File: config.mk
export PLATFORM = sky130hd
export DESIGN_NAME = fabric_config_loader_flat
export DESIGN_NICKNAME = d
export VERILOG_FILES = /design/src/rtl/fabric_config_loader_if.sv /design/src/rtl/fabric_config_loader.sv /design/src/flat_wrapper.sv
export SDC_FILE = /design/constraint.sdc
export NUM_CORES = 1
export LEC_CHECK = 0
export CAP_MARGIN = 20
export CORE_ASPECT_RATIO = 2
export CORE_UTILIZATION = 57
export CTS_CLUSTER_SIZE = 40
export DETAILED_ROUTE_END_ITERATION = 10
export DONT_BUFFER_PORTS = 1
export PLACE_DENSITY = 0.75
export SYNTH_ARGS = -nofsm -noshare
export SYNTH_HDL_FRONTEND = slang
export SYNTH_SLANG_ARGS = --single-unit
export TNS_END_PERCENT = 30
File: constraint.sdc
create_clock -name fpga_clk_i -period 2.3 [get_ports fpga_clk_i]
set_input_delay 0.575 -clock fpga_clk_i [delete_from_list [all_inputs] [get_ports fpga_clk_i]]
set_output_delay 0.575 -clock fpga_clk_i [all_outputs]
set_load 0.005 [all_outputs]
File: src/rtl/fabric_config_loader_if.sv
// Signal bundle between fabric_config_loader, its bitstream sources and fabric_config.
// master = loader side, slave = the sources, fabric_config and control logic around it.
interface fabric_config_loader_if #(
  parameter int NUM_SOURCES = 2,
  parameter int DATA_W      = 32,
  parameter int SLOT_W      = 4
);
  localparam int MODE_W = $clog2(NUM_SOURCES);

  logic [MODE_W-1:0]             mode_i;
  logic [SLOT_W-1:0]             slot_i;
  logic                          reconfig_i;
  logic [NUM_SOURCES-1:0]        src_enable_o;
  logic [NUM_SOURCES-1:0]        src_start_o;
  logic [SLOT_W-1:0]             src_slot_o;
  logic [NUM_SOURCES-1:0]        src_busy_i;
  logic [NUM_SOURCES*DATA_W-1:0] src_data_i;
  logic [NUM_SOURCES-1:0]        src_valid_i;
  logic [DATA_W-1:0]             cfg_data_o;
  logic                          cfg_valid_o;
  logic                          cfg_busy_i;
  logic                          cfg_configured_i;
  logic [MODE_W-1:0]             active_src_o;
  logic                          busy_o;
  logic                          done_o;
  logic                          error_o;
  logic [31:0]                   word_count_o;

  modport master (
    input  mode_i, slot_i, reconfig_i, src_busy_i, src_data_i, src_valid_i,
           cfg_busy_i, cfg_configured_i,
    output src_enable_o, src_start_o, src_slot_o, cfg_data_o, cfg_valid_o,
           active_src_o, busy_o, done_o, error_o, word_count_o
  );

  modport slave (
    output mode_i, slot_i, reconfig_i, src_busy_i, src_data_i, src_valid_i,
           cfg_busy_i, cfg_configured_i,
    input  src_enable_o, src_start_o, src_slot_o, cfg_data_o, cfg_valid_o,
           active_src_o, busy_o, done_o, error_o, word_count_o
  );
endinterface

File: src/rtl/fabric_config_loader.sv
// Selects one of N bitstream sources and sequences loads into fabric_config; source word to cfg in 1 cycle,
// no backpressure (words forwarded unconditionally). FABRIC_CONFIG_WORD_COUNT_EN adds the forwarded-word counter.
module fabric_config_loader #(
  parameter int                     NUM_SOURCES    = 2,
  parameter logic [NUM_SOURCES-1:0] ACTIVE_MASK    = NUM_SOURCES'(1),
  parameter int                     DATA_W         = 32,
  parameter int                     SLOT_W         = 4,
  parameter int                     SYNC_STAGES    = 2,
  parameter int                     TIMEOUT_CYCLES = 2**20
) (
  input  logic                   fpga_clk_i,
  input  logic                   fpga_rst_i,
  fabric_config_loader_if.master bus
);
  localparam int MODE_W = $clog2(NUM_SOURCES);
  localparam int WD_W   = (TIMEOUT_CYCLES > 2) ? $clog2(TIMEOUT_CYCLES) : 1;

  typedef enum logic [2:0] {S_IDLE, S_START, S_LOAD, S_DONE, S_ERROR} state_t;

  state_t                 r_state, w_state_nxt;
  logic [MODE_W-1:0]      r_mode_pipe [SYNC_STAGES];
  logic [SYNC_STAGES-1:0] r_rcfg_pipe;
  logic [SYNC_STAGES-1:0] r_warm;
  logic                   r_rcfg_prev;
  logic                   r_startup_pend;
  logic [NUM_SOURCES-1:0] r_src_enable;
  logic [NUM_SOURCES-1:0] r_src_start;
  logic [SLOT_W-1:0]      r_src_slot;
  logic [MODE_W-1:0]      r_active_src;
  logic [WD_W-1:0]        r_wdog;
  logic                   r_seen_busy;
  logic                   r_done;
  logic                   r_error;
  logic [DATA_W-1:0]      r_cfg_dat;
  logic                   r_cfg_vld;

  logic [MODE_W-1:0]      w_mode_sync;
  logic                   w_rcfg_rise;
  logic                   w_mode_ok;
  logic [NUM_SOURCES-1:0] w_mode_oh;
  logic                   w_mode_active;
  logic                   w_act_vld;
  logic                   w_act_busy;
  logic [DATA_W-1:0]      w_act_dat;
  logic                   w_go_start;
  logic                   w_go_load_direct;
  logic                   w_go_done;
  logic                   w_go_error;
  logic                   w_begin;

  // r_warm holds off any decision until the mode synchroniser carries a real sample
  always_ff @(posedge fpga_clk_i or posedge fpga_rst_i) begin
    if (fpga_rst_i) begin
      for (int i = 0; i < SYNC_STAGES; i++) r_mode_pipe[i] <= '0;
      r_rcfg_pipe <= '0;
      r_rcfg_prev <= 1'b0;
      r_warm      <= '0;
    end else begin
      r_mode_pipe[0] <= bus.mode_i;
      for (int i = 1; i < SYNC_STAGES; i++) r_mode_pipe[i] <= r_mode_pipe[i-1];
      r_rcfg_pipe <= {r_rcfg_pipe[SYNC_STAGES-2:0], bus.reconfig_i};
      r_rcfg_prev <= r_rcfg_pipe[SYNC_STAGES-1];
      r_warm      <= {r_warm[SYNC_STAGES-2:0], 1'b1};
    end
  end

  assign w_mode_sync   = r_mode_pipe[SYNC_STAGES-1];
  assign w_rcfg_rise   = r_warm[SYNC_STAGES-1] & r_rcfg_pipe[SYNC_STAGES-1] & ~r_rcfg_prev;
  assign w_mode_ok     = r_warm[SYNC_STAGES-1] && (32'(w_mode_sync) < NUM_SOURCES);
  assign w_mode_oh     = w_mode_ok ? (NUM_SOURCES'(1) << w_mode_sync) : '0;
  assign w_mode_active = |(w_mode_oh & ACTIVE_MASK);

  always_comb begin
    w_act_vld  = 1'b0;
    w_act_busy = 1'b0;
    w_act_dat  = '0;
    for (int s = 0; s < NUM_SOURCES; s++) begin
      if (MODE_W'(s) == r_active_src) begin
        w_act_vld  = bus.src_valid_i[s];
        w_act_busy = bus.src_busy_i[s];
        w_act_dat  = bus.src_data_i[s*DATA_W +: DATA_W];
      end
    end
  end

  always_ff @(posedge fpga_clk_i or posedge fpga_rst_i) begin
    if (fpga_rst_i) r_state <= S_IDLE;
    else            r_state <= w_state_nxt;
  end

  always_comb begin
    w_state_nxt      = r_state;
    w_go_start       = 1'b0;
    w_go_load_direct = 1'b0;
    w_go_done        = 1'b0;
    w_go_error       = 1'b0;
    case (r_state)
      S_IDLE: begin
        if ((r_startup_pend || w_rcfg_rise) && w_mode_ok) begin
          if (w_mode_active) begin
            w_state_nxt = S_START;
            w_go_start  = 1'b1;
          end else begin
            w_state_nxt      = S_LOAD;
            w_go_load_direct = 1'b1;
          end
        end
      end
      S_START: w_state_nxt = S_LOAD;
      S_LOAD: begin
        // a stalled source wins over a completion seen in the same cycle
        if (r_wdog == WD_W'(TIMEOUT_CYCLES - 1)) begin
          w_state_nxt = S_ERROR;
          w_go_error  = 1'b1;
        end else if (r_seen_busy && !bus.cfg_busy_i && bus.cfg_configured_i && !w_act_busy) begin
          w_state_nxt = S_DONE;
          w_go_done   = 1'b1;
        end
      end
      S_DONE, S_ERROR: begin
        if (w_rcfg_rise && w_mode_ok) begin
          w_state_nxt = S_START;
          w_go_start  = 1'b1;
        end
      end
      default: w_state_nxt = S_IDLE;
    endcase
  end

  assign w_begin = w_go_start | w_go_load_direct;

  always_ff @(posedge fpga_clk_i or posedge fpga_rst_i) begin
    if (fpga_rst_i) begin
      r_startup_pend <= 1'b1;
      r_src_enable   <= '0;
      r_src_start    <= '0;
      r_src_slot     <= '0;
      r_active_src   <= '0;
      r_wdog         <= '0;
      r_seen_busy    <= 1'b0;
      r_done         <= 1'b0;
      r_error        <= 1'b0;
      r_cfg_dat      <= '0;
      r_cfg_vld      <= 1'b0;
    end else begin
      // pad enables stay frozen on the loading source while START/LOAD run
      if (r_state == S_IDLE || r_state == S_DONE || r_state == S_ERROR) r_src_enable <= w_mode_oh;
      r_src_start <= w_go_start ? (w_mode_oh & ACTIVE_MASK) : '0;
      if (w_go_start) r_startup_pend <= 1'b0;
      if (w_begin) begin
        r_active_src <= w_mode_sync;
        r_src_slot   <= bus.slot_i;
        r_done       <= 1'b0;
        r_error      <= 1'b0;
      end
      if (w_go_done)  r_done  <= 1'b1;
      if (w_go_error) r_error <= 1'b1;
      if (w_begin || r_state == S_START) begin
        r_wdog      <= '0;
        r_seen_busy <= 1'b0;
      end else if (r_state == S_LOAD) begin
        r_wdog <= w_act_vld ? '0 : r_wdog + WD_W'(1);
        if (bus.cfg_busy_i) r_seen_busy <= 1'b1;
      end
      r_cfg_vld <= (r_state == S_LOAD) && w_act_vld;
      if ((r_state == S_LOAD) && w_act_vld) r_cfg_dat <= w_act_dat;
    end
  end

`ifdef FABRIC_CONFIG_WORD_COUNT_EN
  logic [31:0] r_word_cnt;
  always_ff @(posedge fpga_clk_i or posedge fpga_rst_i) begin
    if (fpga_rst_i)                           r_word_cnt <= '0;
    else if (w_begin)                         r_word_cnt <= '0;
    else if (r_cfg_vld && (r_word_cnt != '1)) r_word_cnt <= r_word_cnt + 32'd1;
  end
  assign bus.word_count_o = r_word_cnt;
`else
  assign bus.word_count_o = 32'd0;
`endif

  assign bus.src_enable_o = r_src_enable;
  assign bus.src_start_o  = r_src_start;
  assign bus.src_slot_o   = r_src_slot;
  assign bus.cfg_data_o   = r_cfg_dat;
  assign bus.cfg_valid_o  = r_cfg_vld;
  assign bus.active_src_o = r_active_src;
  assign bus.busy_o       = (r_state == S_START) || (r_state == S_LOAD);
  assign bus.done_o       = r_done;
  assign bus.error_o      = r_error;
endmodule

File: src/flat_wrapper.sv
// flat-port wrapper written by rule: the top's interface ports become plain ports
module fabric_config_loader_flat 
#(
  parameter int                     NUM_SOURCES    = 2,
  parameter logic [NUM_SOURCES-1:0] ACTIVE_MASK    = NUM_SOURCES'(1),
  parameter int                     DATA_W         = 32,
  parameter int                     SLOT_W         = 4,
  parameter int                     SYNC_STAGES    = 2,
  parameter int                     TIMEOUT_CYCLES = 2**20
)
  (fpga_clk_i, fpga_rst_i, bus_mode_i, bus_slot_i, bus_reconfig_i, bus_src_busy_i, bus_src_data_i, bus_src_valid_i, bus_cfg_busy_i, bus_cfg_configured_i, bus_src_enable_o, bus_src_start_o, bus_src_slot_o, bus_cfg_data_o, bus_cfg_valid_o, bus_active_src_o, bus_busy_o, bus_done_o, bus_error_o, bus_word_count_o);
  fabric_config_loader_if #(.NUM_SOURCES(NUM_SOURCES), .DATA_W(DATA_W), .SLOT_W(SLOT_W)) bus_i ();
  input  logic fpga_clk_i;
  input  logic fpga_rst_i;
  input wire logic [$bits(bus_i.mode_i)-1:0] bus_mode_i;
  input wire logic [$bits(bus_i.slot_i)-1:0] bus_slot_i;
  input wire logic [$bits(bus_i.reconfig_i)-1:0] bus_reconfig_i;
  input wire logic [$bits(bus_i.src_busy_i)-1:0] bus_src_busy_i;
  input wire logic [$bits(bus_i.src_data_i)-1:0] bus_src_data_i;
  input wire logic [$bits(bus_i.src_valid_i)-1:0] bus_src_valid_i;
  input wire logic [$bits(bus_i.cfg_busy_i)-1:0] bus_cfg_busy_i;
  input wire logic [$bits(bus_i.cfg_configured_i)-1:0] bus_cfg_configured_i;
  output wire logic [$bits(bus_i.src_enable_o)-1:0] bus_src_enable_o;
  output wire logic [$bits(bus_i.src_start_o)-1:0] bus_src_start_o;
  output wire logic [$bits(bus_i.src_slot_o)-1:0] bus_src_slot_o;
  output wire logic [$bits(bus_i.cfg_data_o)-1:0] bus_cfg_data_o;
  output wire logic [$bits(bus_i.cfg_valid_o)-1:0] bus_cfg_valid_o;
  output wire logic [$bits(bus_i.active_src_o)-1:0] bus_active_src_o;
  output wire logic [$bits(bus_i.busy_o)-1:0] bus_busy_o;
  output wire logic [$bits(bus_i.done_o)-1:0] bus_done_o;
  output wire logic [$bits(bus_i.error_o)-1:0] bus_error_o;
  output wire logic [$bits(bus_i.word_count_o)-1:0] bus_word_count_o;
  assign bus_i.mode_i = bus_mode_i;
  assign bus_i.slot_i = bus_slot_i;
  assign bus_i.reconfig_i = bus_reconfig_i;
  assign bus_i.src_busy_i = bus_src_busy_i;
  assign bus_i.src_data_i = bus_src_data_i;
  assign bus_i.src_valid_i = bus_src_valid_i;
  assign bus_i.cfg_busy_i = bus_cfg_busy_i;
  assign bus_i.cfg_configured_i = bus_cfg_configured_i;
  assign bus_src_enable_o = bus_i.src_enable_o;
  assign bus_src_start_o = bus_i.src_start_o;
  assign bus_src_slot_o = bus_i.src_slot_o;
  assign bus_cfg_data_o = bus_i.cfg_data_o;
  assign bus_cfg_valid_o = bus_i.cfg_valid_o;
  assign bus_active_src_o = bus_i.active_src_o;
  assign bus_busy_o = bus_i.busy_o;
  assign bus_done_o = bus_i.done_o;
  assign bus_error_o = bus_i.error_o;
  assign bus_word_count_o = bus_i.word_count_o;
  fabric_config_loader #(.NUM_SOURCES(NUM_SOURCES), .ACTIVE_MASK(ACTIVE_MASK), .DATA_W(DATA_W), .SLOT_W(SLOT_W), .SYNC_STAGES(SYNC_STAGES), .TIMEOUT_CYCLES(TIMEOUT_CYCLES)) u_core (.fpga_clk_i(fpga_clk_i), .fpga_rst_i(fpga_rst_i), .bus(bus_i));
endmodule
==> PnR_summary.wiki <==
{| class="wikitable"
! Metric !! Value
|-
| Switching part of the total || 0.349
|-
| Max frequency || 521 MHz
|-
| Hpwl dp || 5740 um
|-
| Number of buffers inserted by post-CTS setup repair || 0
|-
| Final #Nets || 464
|-
| Highest-count cells in the layout ignoring fill and taps || sky130_fd_sc_hd__dfrtp_1, sky130_fd_sc_hd__nand2_1, sky130_fd_sc_hd__mux2i_1, sky130_fd_sc_hd__o21ai_0, sky130_fd_sc_hd__conb_1
|-
| Die width || 60.8 um
|-
| Inst Count DP || 462
|-
| Cts repair resizes || 0
|-
| Sequential cell area || 1880 um^2
|-
| Part of the total power dissipated in sequential elements || 0.418
|-
| Run status || completed
|-
| Clock tree from TritonCTS || yes
|-
| Classification of the worst setup path || flip-flop to flip-flop
|-
| Power density normalized to cell area || 1200 nW/um^2
|-
| Slew of the pin with the lowest slew margin || 0.579 ns
|-
| Deepest clock path buffer count || 2
|-
| Combined global-route utilization of all metal layers || 0.228
|-
| Routed via count || 2773
|-
| Critical Path, Cell by Cell || nor3b_1, buf_4, nor4b_1, o31ai_1, a31oi_1
|-
| Commonest register cell after synthesis || sky130_fd_sc_hd__dfrtp_1
|-
| Signed area change from the synthesized netlist to the final layout || 7.00%
|-
| Post-detailed-route count of antenna-violating nets || 0
|-
| Most common cell after layout, fill and taps aside || sky130_fd_sc_hd__dfrtp_1
|-
| Total of endpoints with negative setup slack in the final report || 0
|-
| Number of max-cap violations || 0
|-
| Number of violations reported at the end of detailed-routing iteration 0 || 118
|-
| Flop and latch count out of synthesis || 75
|-
| Syn. warnings || 0
|-
| Count of inserted antenna diode cells || 0
|-
| Mean cell area of the mapped netlist || 10.1 um^2
|-
| Post-route setup slack || 0.382 ns
|-
| Largest voltage drop on the vdd net || 1.06 mV
|-
| Wire length of the first global-routing pass || 12000 um
|-
| # port buffers || 0
|-
| Max-slew headroom || 0.614
|-
| Number of standard cells after synthesis || 391
|-
| Cell with the biggest individual delay on the critical path || sky130_fd_sc_hd__dfrtp_1
|-
| Number of placement rows || 42
|-
| Die area || 7260 um^2
|-
| Count of pins on the block boundary || 155
|-
| Yosys cell types || 50
|-
| Type of destination of the critical path || flip-flop
|-
| Filler-free cell count of the finished design || 478
|-
| Share of the yosys chip area belonging to registers || 0.477
|-
| Fraction of the cycle the final worst path needs || 0.834
|-
| Switching Power || 1.76 mW
|-
| Placed cell area || 3890 um^2
|-
| Worst setup timing slack at the placement stage || 0.425 ns
|-
| RSZ-0062 raised after global routing || no
|-
| Critical Path Start Type || flip-flop
|-
| Pre-antenna DRT Iters || 7
|-
| Layout cells sized above 1 || 0.108
|-
| Multi-input logic area || 1780 um^2
|-
| Cell area after layout || 4210 um^2
|-
| Clock root cell || sky130_fd_sc_hd__clkbuf_16
|-
| Proportion of power drawn by combinational gates || 0.284
|-
| Crit-path leading delay family || simple AND/OR/NAND/NOR gates
|-
| Number of enable-type register cells in the synthesized netlist || 0
|-
| DRC || 0
|-
| Number of levels the H-tree was split into || 3
|-
| Global placer's final weighted congestion || 0.848
|-
| Cell internal pwr || 3.29 mW
|-
| Final hold viol count || 0
|-
| Worst-case clock skew || 0.00870 ns
|-
| Sink Count || 75
|-
| Aggregate global routing overflow || 0
|-
| Post-detailed-routing wire length || 7760 um
|-
| Number of filler instances in the final layout || 580
|-
| FFs w/ async S/R, synth || 1.00
|-
| Area of the mapped netlist || 3940 um^2
|-
| Area of the placeable core || 6620 um^2
|-
| Total of hold buffers inserted after clock tree synthesis || 0
|-
| Crit path largest cell delay || 0.60 ns
|-
| Critical path data arrival time || 2.17 ns
|-
| Leakage Power || 1.85 nW
|-
| Post-route minimum period || 1.92 ns
|-
| Clock buffer count from CTS || 9
|-
| Clock network fraction of design power || 0.298
|-
| Post-layout total power || 5.05 mW
|-
| Max Slew Vio Count || 0
|-
| WP buf/inv || 1
|-
| Min-delay worst type || input port to async pin
|-
| Height of the die || 120 um
|-
| Required time of the critical path || 2.55 ns
|-
| Largest driver fanout on the critical path || 15
|-
| Final total negative setup slack || 0 ns
|-
| Initial core utilization || 0.594
|-
| Number of antenna violations at the first check in global routing || 0
|-
| Maximum number of pins on one net before global-route repair || 66
|-
| Number of global-route vias before repair || 2677
|-
| Vias per cell || 5.80
|-
| Wire length per cell after detailed routing || 16.2 um
|-
| Later-pin clock latency in the skew report || 0.33 ns
|-
| Clock slew seen by the registers of the worst setup and hold paths || 0.06 ns
|}
[flip-flops by register name (all words and copies together), names as in the netlist]
signal,count
u_core.r_state,3
u_core.r_rcfg_prev,1
u_core.bus.src_enable_o,2
u_core.r_mode_pipe,1
u_core.r_wdog,20
u_core.bus.cfg_data_o,32
u_core.w_mode_sync,1
u_core.bus.src_slot_o,4
u_core.bus.src_start_o,1
u_core.bus.done_o,1
u_core.r_rcfg_pipe,2
u_core.bus.error_o,1
u_core.r_warm,2
u_core.bus.cfg_valid_o,1
u_core.r_startup_pend,1
u_core.bus.active_src_o,1
u_core.r_seen_busy,1
[per-stage QoR]
step | hold slack [ns] | utilization
CTS | 0.142 | 0.636
floorplan | 0.331 | -
finish | 0.141 | 0.636
detailed placement | 0.336 | 0.587
global route | 0.158 | 0.636
global placement | 0.333 | 0.587
[final cells by class]
| class | instances | share of cell area |
|---|---|---|
| inverters | 7 | 0.00713 |
| multi-input cells | 282 | 0.423 |
| clock buffers | 9 | 0.0535 |
| flip-flops and latches | 75 | 0.446 |
| repair buffers | 10 | 0.0208 |
| clock inverters | 7 | 0.0235 |
| well taps | 88 | 0.0262 |
[synth_stat cells, drive strengths merged (2+ instances only)]
cell     n  area, um^2
nand4   10        77.6
nand4b   5        43.8
o31a     3        26.3
o21ai   40         200
a31oi    2        12.5
buf     48         333
conb     2        7.51
or2      2        12.5
dfrtp   74        1850
nor4b    2        17.5
clkbuf  11        41.3
and4     2        17.5
nor4     5        31.3
mux2i   39         390
inv      7        26.3
or4     10        75.1
mux2     8        90.1
o31ai   11        82.6
nor3b    2        15.0
nor2     6        22.5
and2     5        31.3
or3      2        12.5
nor2b    6        45.0
a21oi   17        85.1
nand2   45         169
nand3    8        40.0
[cells by family (layout without fill, tap and decap cells)]
family | count (synthesis) | count (layout) | synth area share
flip-flops | 75 | 75 | 0.477
multiplexers | 47 | 47 | 0.122
AO/OA/AOI/OAI | 85 | 85 | 0.130
buffers and inverters | 66 | 33 | 0.102
XOR/XNOR | 1 | 1 | 0.00223
adder cells (fa/ha/maj) | 1 | 1 | 0.00318
other | 2 | 34 | 0.00191
AND/OR/NAND/NOR | 114 | 114 | 0.162
[routing by layer]
metal / track usage / routed length (um) / up-vias
li1: - / - / 1318
met1: 0.229 / 2710 / 1345
met2: 0.400 / 4440 / 93
met3: 0.0625 / 380 / 17
met4: 0.125 / 232 / 0
met5: 0 / 0 / -
[power by group through the flow]
stage,combinational [mW],clock (mW),sequential [mW]
after floorplan,1.30,0,1.99
after global placement,1.39,0,2.13
after detailed placement,1.45,0,2.13
after CTS,1.45,1.54,2.12
after global routing,1.61,1.60,2.17
final,1.43,1.50,2.11
[worst paths after layout]
kind,from,end,cells after the start,slack [ns]
max in group asynchronous,fpga_rst_i,u_core.r_startup_pend,2,1.54
worst min register to register,u_core.r_warm[0],u_core.r_warm[1],0,0.35
worst max register to register,u_core.r_state[1],u_core.r_state[0],5,0.38
worst min-delay path,fpga_rst_i,u_core.bus.cfg_valid_o,1,0.14
min in group fpga_clk_i,bus_mode_i,u_core.r_mode_pipe[1],0,0.27
worst max-delay path,u_core.r_state[1],u_core.r_state[0],5,0.38
(Power assumes the default switching activity.)
